==> src/rtl/scan_chain_rx.sv <==
// scan_chain_rx: receive side of the tag hop-code scan writer.
// Samples scan_id / scan_phi / scan_phi_bar / scan_data_in / scan_load_chip from
// the front-panel GPIO, rebuilds each MSB-first serial word, flags length,
// phase and overflow problems, and hands the word out on a valid/ready port.
// Optional feature: define SCAN_RX_GLITCH_FILTER_EN to add a per-line
// stability filter of FILT_LEN cycles after the synchronizers.
module scan_chain_rx #(
  parameter int GPIO_REG_WIDTH = 12,
  parameter int TX_BITS_WIDTH  = 128,
  parameter int BIT_CNT_WIDTH  = 7,
  parameter int NTX_BITS       = 78,
  parameter int ID_BIT         = 10,
  parameter int PHI_BIT        = 8,
  parameter int PHI_BAR_BIT    = 6,
  parameter int DATA_BIT       = 4,
  parameter int LOAD_BIT       = 2,
  parameter int FILT_LEN       = 3
) (
  input  logic                      clk,
  input  logic                      reset,
  input  logic [GPIO_REG_WIDTH-1:0] fp_gpio_in,
  output logic [TX_BITS_WIDTH-1:0]  out_tdata,
  output logic                      out_tvalid,
  input  logic                      out_tready,
  output logic [BIT_CNT_WIDTH-1:0]  nbits,
  output logic                      len_err,
  output logic                      phase_err,
  output logic                      ovf,
  output logic [1:0]                rx_state
);

  // Packed order of the five scan lines inside the conditioning pipeline.
  localparam int NL    = 5;
  localparam int L_ID  = 4;
  localparam int L_PHI = 3;
  localparam int L_PHB = 2;
  localparam int L_DAT = 1;
  localparam int L_LD  = 0;

  // The internal counter must be able to reach TX_BITS_WIDTH so it can
  // saturate there; nbits reports it clamped to what BIT_CNT_WIDTH can hold.
  localparam int CNT_RAW_W = $clog2(TX_BITS_WIDTH + 1);
  localparam int CNT_W     = (CNT_RAW_W > BIT_CNT_WIDTH) ? CNT_RAW_W : BIT_CNT_WIDTH;
  localparam logic [CNT_W-1:0] CNT_SAT   = CNT_W'(TX_BITS_WIDTH);
  localparam logic [CNT_W-1:0] CNT_NTX   = CNT_W'(NTX_BITS);
  localparam logic [CNT_W-1:0] NBITS_MAX = CNT_W'((1 << BIT_CNT_WIDTH) - 1);

  typedef enum logic [1:0] {
    ST_IDLE  = 2'b00,
    ST_SHIFT = 2'b01,
    ST_LOAD  = 2'b10,
    ST_ABORT = 2'b11
  } state_t;

  logic [NL-1:0]            raw_s;
  logic [NL-1:0]            sync1_q;
  logic [NL-1:0]            sync2_q;
  logic [NL-1:0]            line_s;
  logic [NL-1:0]            prev_q;
  logic [NL-1:0]            rise_s;
  logic [NL-1:0]            fall_s;
  logic                     unused_s;

  state_t                   state_q;
  logic [TX_BITS_WIDTH-1:0] sr_q;
  logic [TX_BITS_WIDTH-1:0] sr_d;
  logic [CNT_W-1:0]         cnt_q;
  logic [BIT_CNT_WIDTH-1:0] cnt_clamp_s;
  logic                     master_q;
  logic                     master_d;
  logic                     do_shift_s;
  logic [TX_BITS_WIDTH-1:0] tdata_q;
  logic                     tvalid_q;
  logic [BIT_CNT_WIDTH-1:0] nbits_q;
  logic                     len_err_q;
  logic                     phase_err_q;
  logic                     ovf_q;

  assign raw_s = {fp_gpio_in[ID_BIT], fp_gpio_in[PHI_BIT], fp_gpio_in[PHI_BAR_BIT],
                  fp_gpio_in[DATA_BIT], fp_gpio_in[LOAD_BIT]};

  // Two-flop synchronizer for every scan line (GPIO is asynchronous to clk).
  always_ff @(posedge clk) begin
    if (reset) begin
      sync1_q <= '0;
      sync2_q <= '0;
    end else begin
      sync1_q <= raw_s;
      sync2_q <= sync1_q;
    end
  end

`ifdef SCAN_RX_GLITCH_FILTER_EN
  localparam int FILT_W = (FILT_LEN > 1) ? $clog2(FILT_LEN + 1) : 1;
  localparam logic [FILT_W-1:0] FILT_LAST = FILT_W'(FILT_LEN - 1);

  logic [NL-1:0]     flt_q;
  logic [FILT_W-1:0] flt_cnt_q [NL];

  // Accept a new level only after it has differed from the filtered value
  // for FILT_LEN consecutive cycles; shorter pulses never reach the FSM.
  always_ff @(posedge clk) begin
    if (reset) begin
      flt_q <= '0;
      for (int i = 0; i < NL; i++) begin
        flt_cnt_q[i] <= '0;
      end
    end else begin
      for (int i = 0; i < NL; i++) begin
        if (sync2_q[i] == flt_q[i]) begin
          flt_cnt_q[i] <= '0;
        end else if (flt_cnt_q[i] == FILT_LAST) begin
          flt_q[i]     <= sync2_q[i];
          flt_cnt_q[i] <= '0;
        end else begin
          flt_cnt_q[i] <= flt_cnt_q[i] + 1'b1;
        end
      end
    end
  end

  assign line_s   = flt_q;
  assign unused_s = ^fp_gpio_in;
`else
  assign line_s   = sync2_q;
  assign unused_s = ^{fp_gpio_in, FILT_LEN[0]};
`endif

  // Third register: previous conditioned level, used for edge detection.
  always_ff @(posedge clk) begin
    if (reset) begin
      prev_q <= '0;
    end else begin
      prev_q <= line_s;
    end
  end

  assign rise_s = line_s & ~prev_q;
  assign fall_s = ~line_s & prev_q;

  // Next master bit: a phi rise captures data before any phi_bar shift in the
  // same cycle, so a simultaneous rise shifts in the freshly captured bit.
  always_comb begin
    master_d = master_q;
    if (line_s[L_ID] && rise_s[L_PHI]) begin
      master_d = line_s[L_DAT];
    end else begin
      master_d = master_q;
    end
  end

  // Shift candidate and shift enable (bits past TX_BITS_WIDTH are dropped).
  always_comb begin
    sr_d       = {sr_q[TX_BITS_WIDTH-2:0], master_d};
    do_shift_s = 1'b0;
    if ((state_q == ST_SHIFT) && line_s[L_ID] && rise_s[L_PHB] && (cnt_q < CNT_SAT)) begin
      do_shift_s = 1'b1;
    end else begin
      do_shift_s = 1'b0;
    end
  end

  // Bit count as reported on nbits, clamped to the port width.
  always_comb begin
    cnt_clamp_s = '0;
    if (cnt_q > NBITS_MAX) begin
      cnt_clamp_s = '1;
    end else begin
      cnt_clamp_s = cnt_q[BIT_CNT_WIDTH-1:0];
    end
  end

  // Receive FSM with its datapath, output slot and sticky error flags.
  always_ff @(posedge clk) begin
    if (reset) begin
      state_q     <= ST_IDLE;
      sr_q        <= '0;
      cnt_q       <= '0;
      master_q    <= 1'b0;
      tdata_q     <= '0;
      tvalid_q    <= 1'b0;
      nbits_q     <= '0;
      len_err_q   <= 1'b0;
      phase_err_q <= 1'b0;
      ovf_q       <= 1'b0;
    end else begin
      master_q <= master_d;

      if (line_s[L_PHI] && line_s[L_PHB]) begin
        phase_err_q <= 1'b1;
      end

      // Consumer handshake; a LOAD below in the same cycle overrides this.
      if (tvalid_q && out_tready) begin
        tvalid_q <= 1'b0;
      end

      case (state_q)
        ST_IDLE: begin
          if (rise_s[L_ID]) begin
            sr_q     <= '0;
            cnt_q    <= '0;
            master_q <= 1'b0;
            state_q  <= ST_SHIFT;
          end else begin
            state_q  <= ST_IDLE;
          end
        end
        ST_SHIFT: begin
          if (do_shift_s) begin
            sr_q  <= sr_d;
            cnt_q <= cnt_q + 1'b1;
          end
          if (rise_s[L_LD]) begin
            state_q <= ST_LOAD;
          end else if (fall_s[L_ID]) begin
            state_q <= ST_ABORT;
          end else begin
            state_q <= ST_SHIFT;
          end
        end
        ST_LOAD: begin
          if (!tvalid_q || out_tready) begin
            tdata_q  <= sr_q;
            nbits_q  <= cnt_clamp_s;
            tvalid_q <= 1'b1;
          end else begin
            ovf_q    <= 1'b1;
          end
          if (cnt_q != CNT_NTX) begin
            len_err_q <= 1'b1;
          end
          // Start the next word from a clean register.
          sr_q  <= '0;
          cnt_q <= '0;
          if (line_s[L_ID]) begin
            state_q <= ST_SHIFT;
          end else begin
            state_q <= ST_IDLE;
          end
        end
        ST_ABORT: begin
          sr_q    <= '0;
          cnt_q   <= '0;
          state_q <= ST_IDLE;
        end
        default: begin
          state_q <= ST_IDLE;
        end
      endcase
    end
  end

  assign out_tdata  = tdata_q;
  assign out_tvalid = tvalid_q;
  assign nbits      = nbits_q;
  assign len_err    = len_err_q;
  assign phase_err  = phase_err_q;
  assign ovf        = ovf_q;
  assign rx_state   = state_q;

endmodule
==> config.mk <==
export PLATFORM = sky130hd
export DESIGN_NAME = scan_chain_rx
export DESIGN_NICKNAME = d
export VERILOG_FILES = /design/src/rtl/scan_chain_rx.sv
export SDC_FILE = /design/constraint.sdc
export NUM_CORES = 1
export LEC_CHECK = 0
export ABC_AREA = 1
export BUFFER_PORTS_ARGS = -buffer_cell sky130_fd_sc_hd__clkbuf_2
export CAP_MARGIN = 20
export CORE_MARGIN = 4
export CORE_UTILIZATION = 32
export CTS_BUF_LIST = sky130_fd_sc_hd__clkbuf_4
export DETAILED_ROUTE_END_ITERATION = 16
export GPL_ROUTABILITY_DRIVEN = 0
export GPL_TIMING_DRIVEN = 0
export PLACE_DENSITY = 0.47
export SLEW_MARGIN = 20
export SYNTH_ARGS = -nofsm -noshare
export SYNTH_HDL_FRONTEND = slang
export SYNTH_SLANG_ARGS = --single-unit
==> constraint.sdc <==
create_clock -name clk -period 2.1 [get_ports clk]
set_input_delay 0.21 -clock clk [delete_from_list [all_inputs] [get_ports clk]]
set_output_delay 0.21 -clock clk [all_outputs]
set_load 0.05 [all_outputs]
==> flow_summary.ini <==
[clock_network]
cts_tree = yes
cts_resized = 0
clock-root-buffer = clkbuf_4
cts.sinks = 292
insertion_delay_ns = 0.68
cts_max_level = 3
clockBufferDepth = 3
clk_pin_slew_ns = 0.06
cts_buffers = 80

[yosys]
syn-cell-area_sq_um = 10200
ys_types = 25
syn_inst = 1299
syn_nets = 1316
synth_ff_type = dfxtp_1
synth_area_leaders = dfxtp_1, nor2_1, nand2_1, a21oi_1, o21ai_0
yosysMostFrequentCell = dfxtp_1
seq_area_frac_synth_pct = 57.4
synth_edf_count = 0
yosysWarnings = 0
synthTopCellsByCount = dfxtp_1, nor2_1, nand2_1, a21oi_1, o21ai_0
async_flop_share_pct = 0
ys_ff_latch = 292
yosys.area.top_type = dfxtp_1
synth_top_area_share_pct = 57.4
avgSynthCellArea_sq_um = 7.83

[final_layout]
synthToLayoutAreaGrowth_pct = 23.1
fin_util_pct = 39.8
final_nets = 1555
final_cell_area_sq_um = 12500
final_cell_count_no_fill = 1995
drive_gt1_share_pct = 20.4
fill_cells = 3421

[power]
max-vdd-ir-drop_v = 0.000439
switching_share_pct = 23.4
p_int_mw = 8.55
leakage_nw = 5.59
powerDensity_nw_per_um2 = 891
switching_power_mw = 2.61
seqPwrFrac_pct = 50.1
power_mw = 11.2
power_frac_clock_pct = 46.1
p_comb_share_pct = 3.9

[setup_path]
reg2reg_to = sr_q[13]
cp_common_cell = buf_2
arrival_ns = 2.39
r2r_slack_ns = 0.28
cp_slowest_cell = dfxtp_1
ff2ff_path_depth = 8
crit_path_end_kind = flip-flop
start_kind = flip-flop
cp.required_ns = 2.67
crit_path_max_fanout = 10
worst-setup-path-type = reg -> reg
path_cells = inv_1, nor2_4, inv_2, nor2_2, buf_2, buf_2, nand2_1, a21oi_1
crit_path_max_incr_delay_ns = 0.35
reg2reg_from = rx_state[0]

[timing]
slew_headroom_pct = 45.5
timing.fmax_mhz = 550
fin_crit_ns = 1.82
fin_skew_ns = 0.0371
grt_setup_unrepaired = false
maxSlewViolCount = 0
timing.final.hold_violations = 0
period_share_pct = 86.5
whs_ns = 0.160
setup_violations = 0
tightest_slew_ns = 0.818

[min_path]
hold_depth = 3
min_from = reset
hold_path_class = in -> reg
hold_path_end = sr_q[69]

[grt]
antenna_found_initial = 2
grt_pass1_vias = 8642
grt_start_max_net_pins = 12
grt_pass1_wl_microns = 43800
grt_overflow_total = 0
grt_util_all_layers_pct = 15.1

[drt]
ant_nets = 0
firstDrtPassIters = 4
vias = 8876
drc = 0
drt_iter0_markers = 391
routed_via_density = 4.45
wl_per_cell_microns = 13.2
wirelength_microns = 26400

[die]
fp.dieArea_sq_um = 34700
start_util_pct = 32.3
ios = 156
die_x_microns = 186
die_h_microns = 186
placementRows = 65
coreArea_sq_um = 31500

[place]
place_area_sq_um = 11400
place_inst = 1849
dp_hpwl_microns = 17800
port_buffers = 148

[run_status]
status = complete, no violations

[run]
maxCapViolCount = 0
[metal layers]
layer  share of wire (%)  vias up  GRT usage (%)
met5               0.076        -              0
met2                  44      199           23.5
met4                 2.3        2           6.17
met3                 7.2       52           5.33
li1                    -     4671              -
met1                  47     3952           19.2
[final cells by class]
| class | instances | area, sq um | share of cell area (%) |
|---|---|---|---|
| flip-flops and latches | 292 | 5850 | 46.7 |
| multi-input cells | 880 | 3740 | 29.9 |
| clock buffers | 122 | 916 | 7.31 |
| repair buffers | 157 | 823 | 6.57 |
| well taps | 402 | 503 | 4.01 |
| plain buffers | 88 | 443 | 3.54 |
| inverters | 39 | 146 | 1.17 |
| clock inverters | 13 | 105 | 0.839 |
| diodes | 2 | 5.00 | 0.0399 |
[cell families after synthesis]
group	share of synthesized area, %
adder cells (fa/ha/maj)	0.246
buffers and inverters	5.79
AND/OR/NAND/NOR	22.4
AO/OA/AOI/OAI	14.1
flip-flops	57.4
[placed cells by master, fill, tap and decap left out, drive strengths merged, types with 4 or more instances in the layout]
master       netlist  layout
nand3             12      12
nand4              4       4
nand2            287     287
clkbuf            49     319
dfxtp            292     292
buf               39      42
dlygate4sd3        0       6
a21oi            142     142
inv               39      42
o21ai            140     140
nor2             288     288
clkinv             0       7
[what timing repair did]
item / in CTS / in global routing
buffers inserted: 0 / 3
endpoints found under the setup margin: 0 / 21
hold buffers: 6 / 0
hold endpoints to repair: 7 / 0
[critical path: cells and delay by family, from the launching register on]
family,cells,cell delay (ns)
compound gates,1,0.15
buf+inv,4,0.79
flops,1,0.35
simple gates,3,0.44
[how the worst max path moves through the flow]
stage | from | to | slack, ns | cells after the start
after floorplan | rx_state[1] | out_tdata[100] | 0.32 | 7
after global placement | reset | out_tdata[120] | 0.02 | 6
after detailed placement | reset | out_tdata[75] | -0.01 | 6
after CTS | rx_state[1] | out_tdata[119] | 0.03 | 7
after global routing | rx_state[0] | sr_q[117] | 0.05 | 8
final | rx_state[0] | sr_q[13] | 0.28 | 8
[flip-flops by register name, summed over array words and instances (netlist names), 2 cells and up]
name,count
out_tdata,128
sr_q,128
sync1_q,5
rx_state,2
prev_q,4
line_s,5
cnt_q,8
nbits,7
[metrics by stage]
| step | worst slack [ns] | TNS [ns] |
|---|---|---|
| 3_3_place_gp | 0.0169 | 0 |
| 2_1_floorplan | 0.316 | 0 |
| 6_report | 0.283 | 0 |
| 3_5_place_dp | -0.0144 | -0.0655 |
| 5_1_grt | 0.0504 | 0 |
| 4_1_cts | 0.0302 | 0 |
[power by group through the flow]
stage               Clock [mW]  Sequential, mW  Combinational, mW
finish                    5.14            5.59              0.432
global route              5.71            5.59              0.480
CTS                       5.40            5.59              0.443
detailed placement           0            5.71              0.433
global placement             0            5.71              0.436
floorplan                    0            5.79              0.219
(Power assumes the default switching activity.)
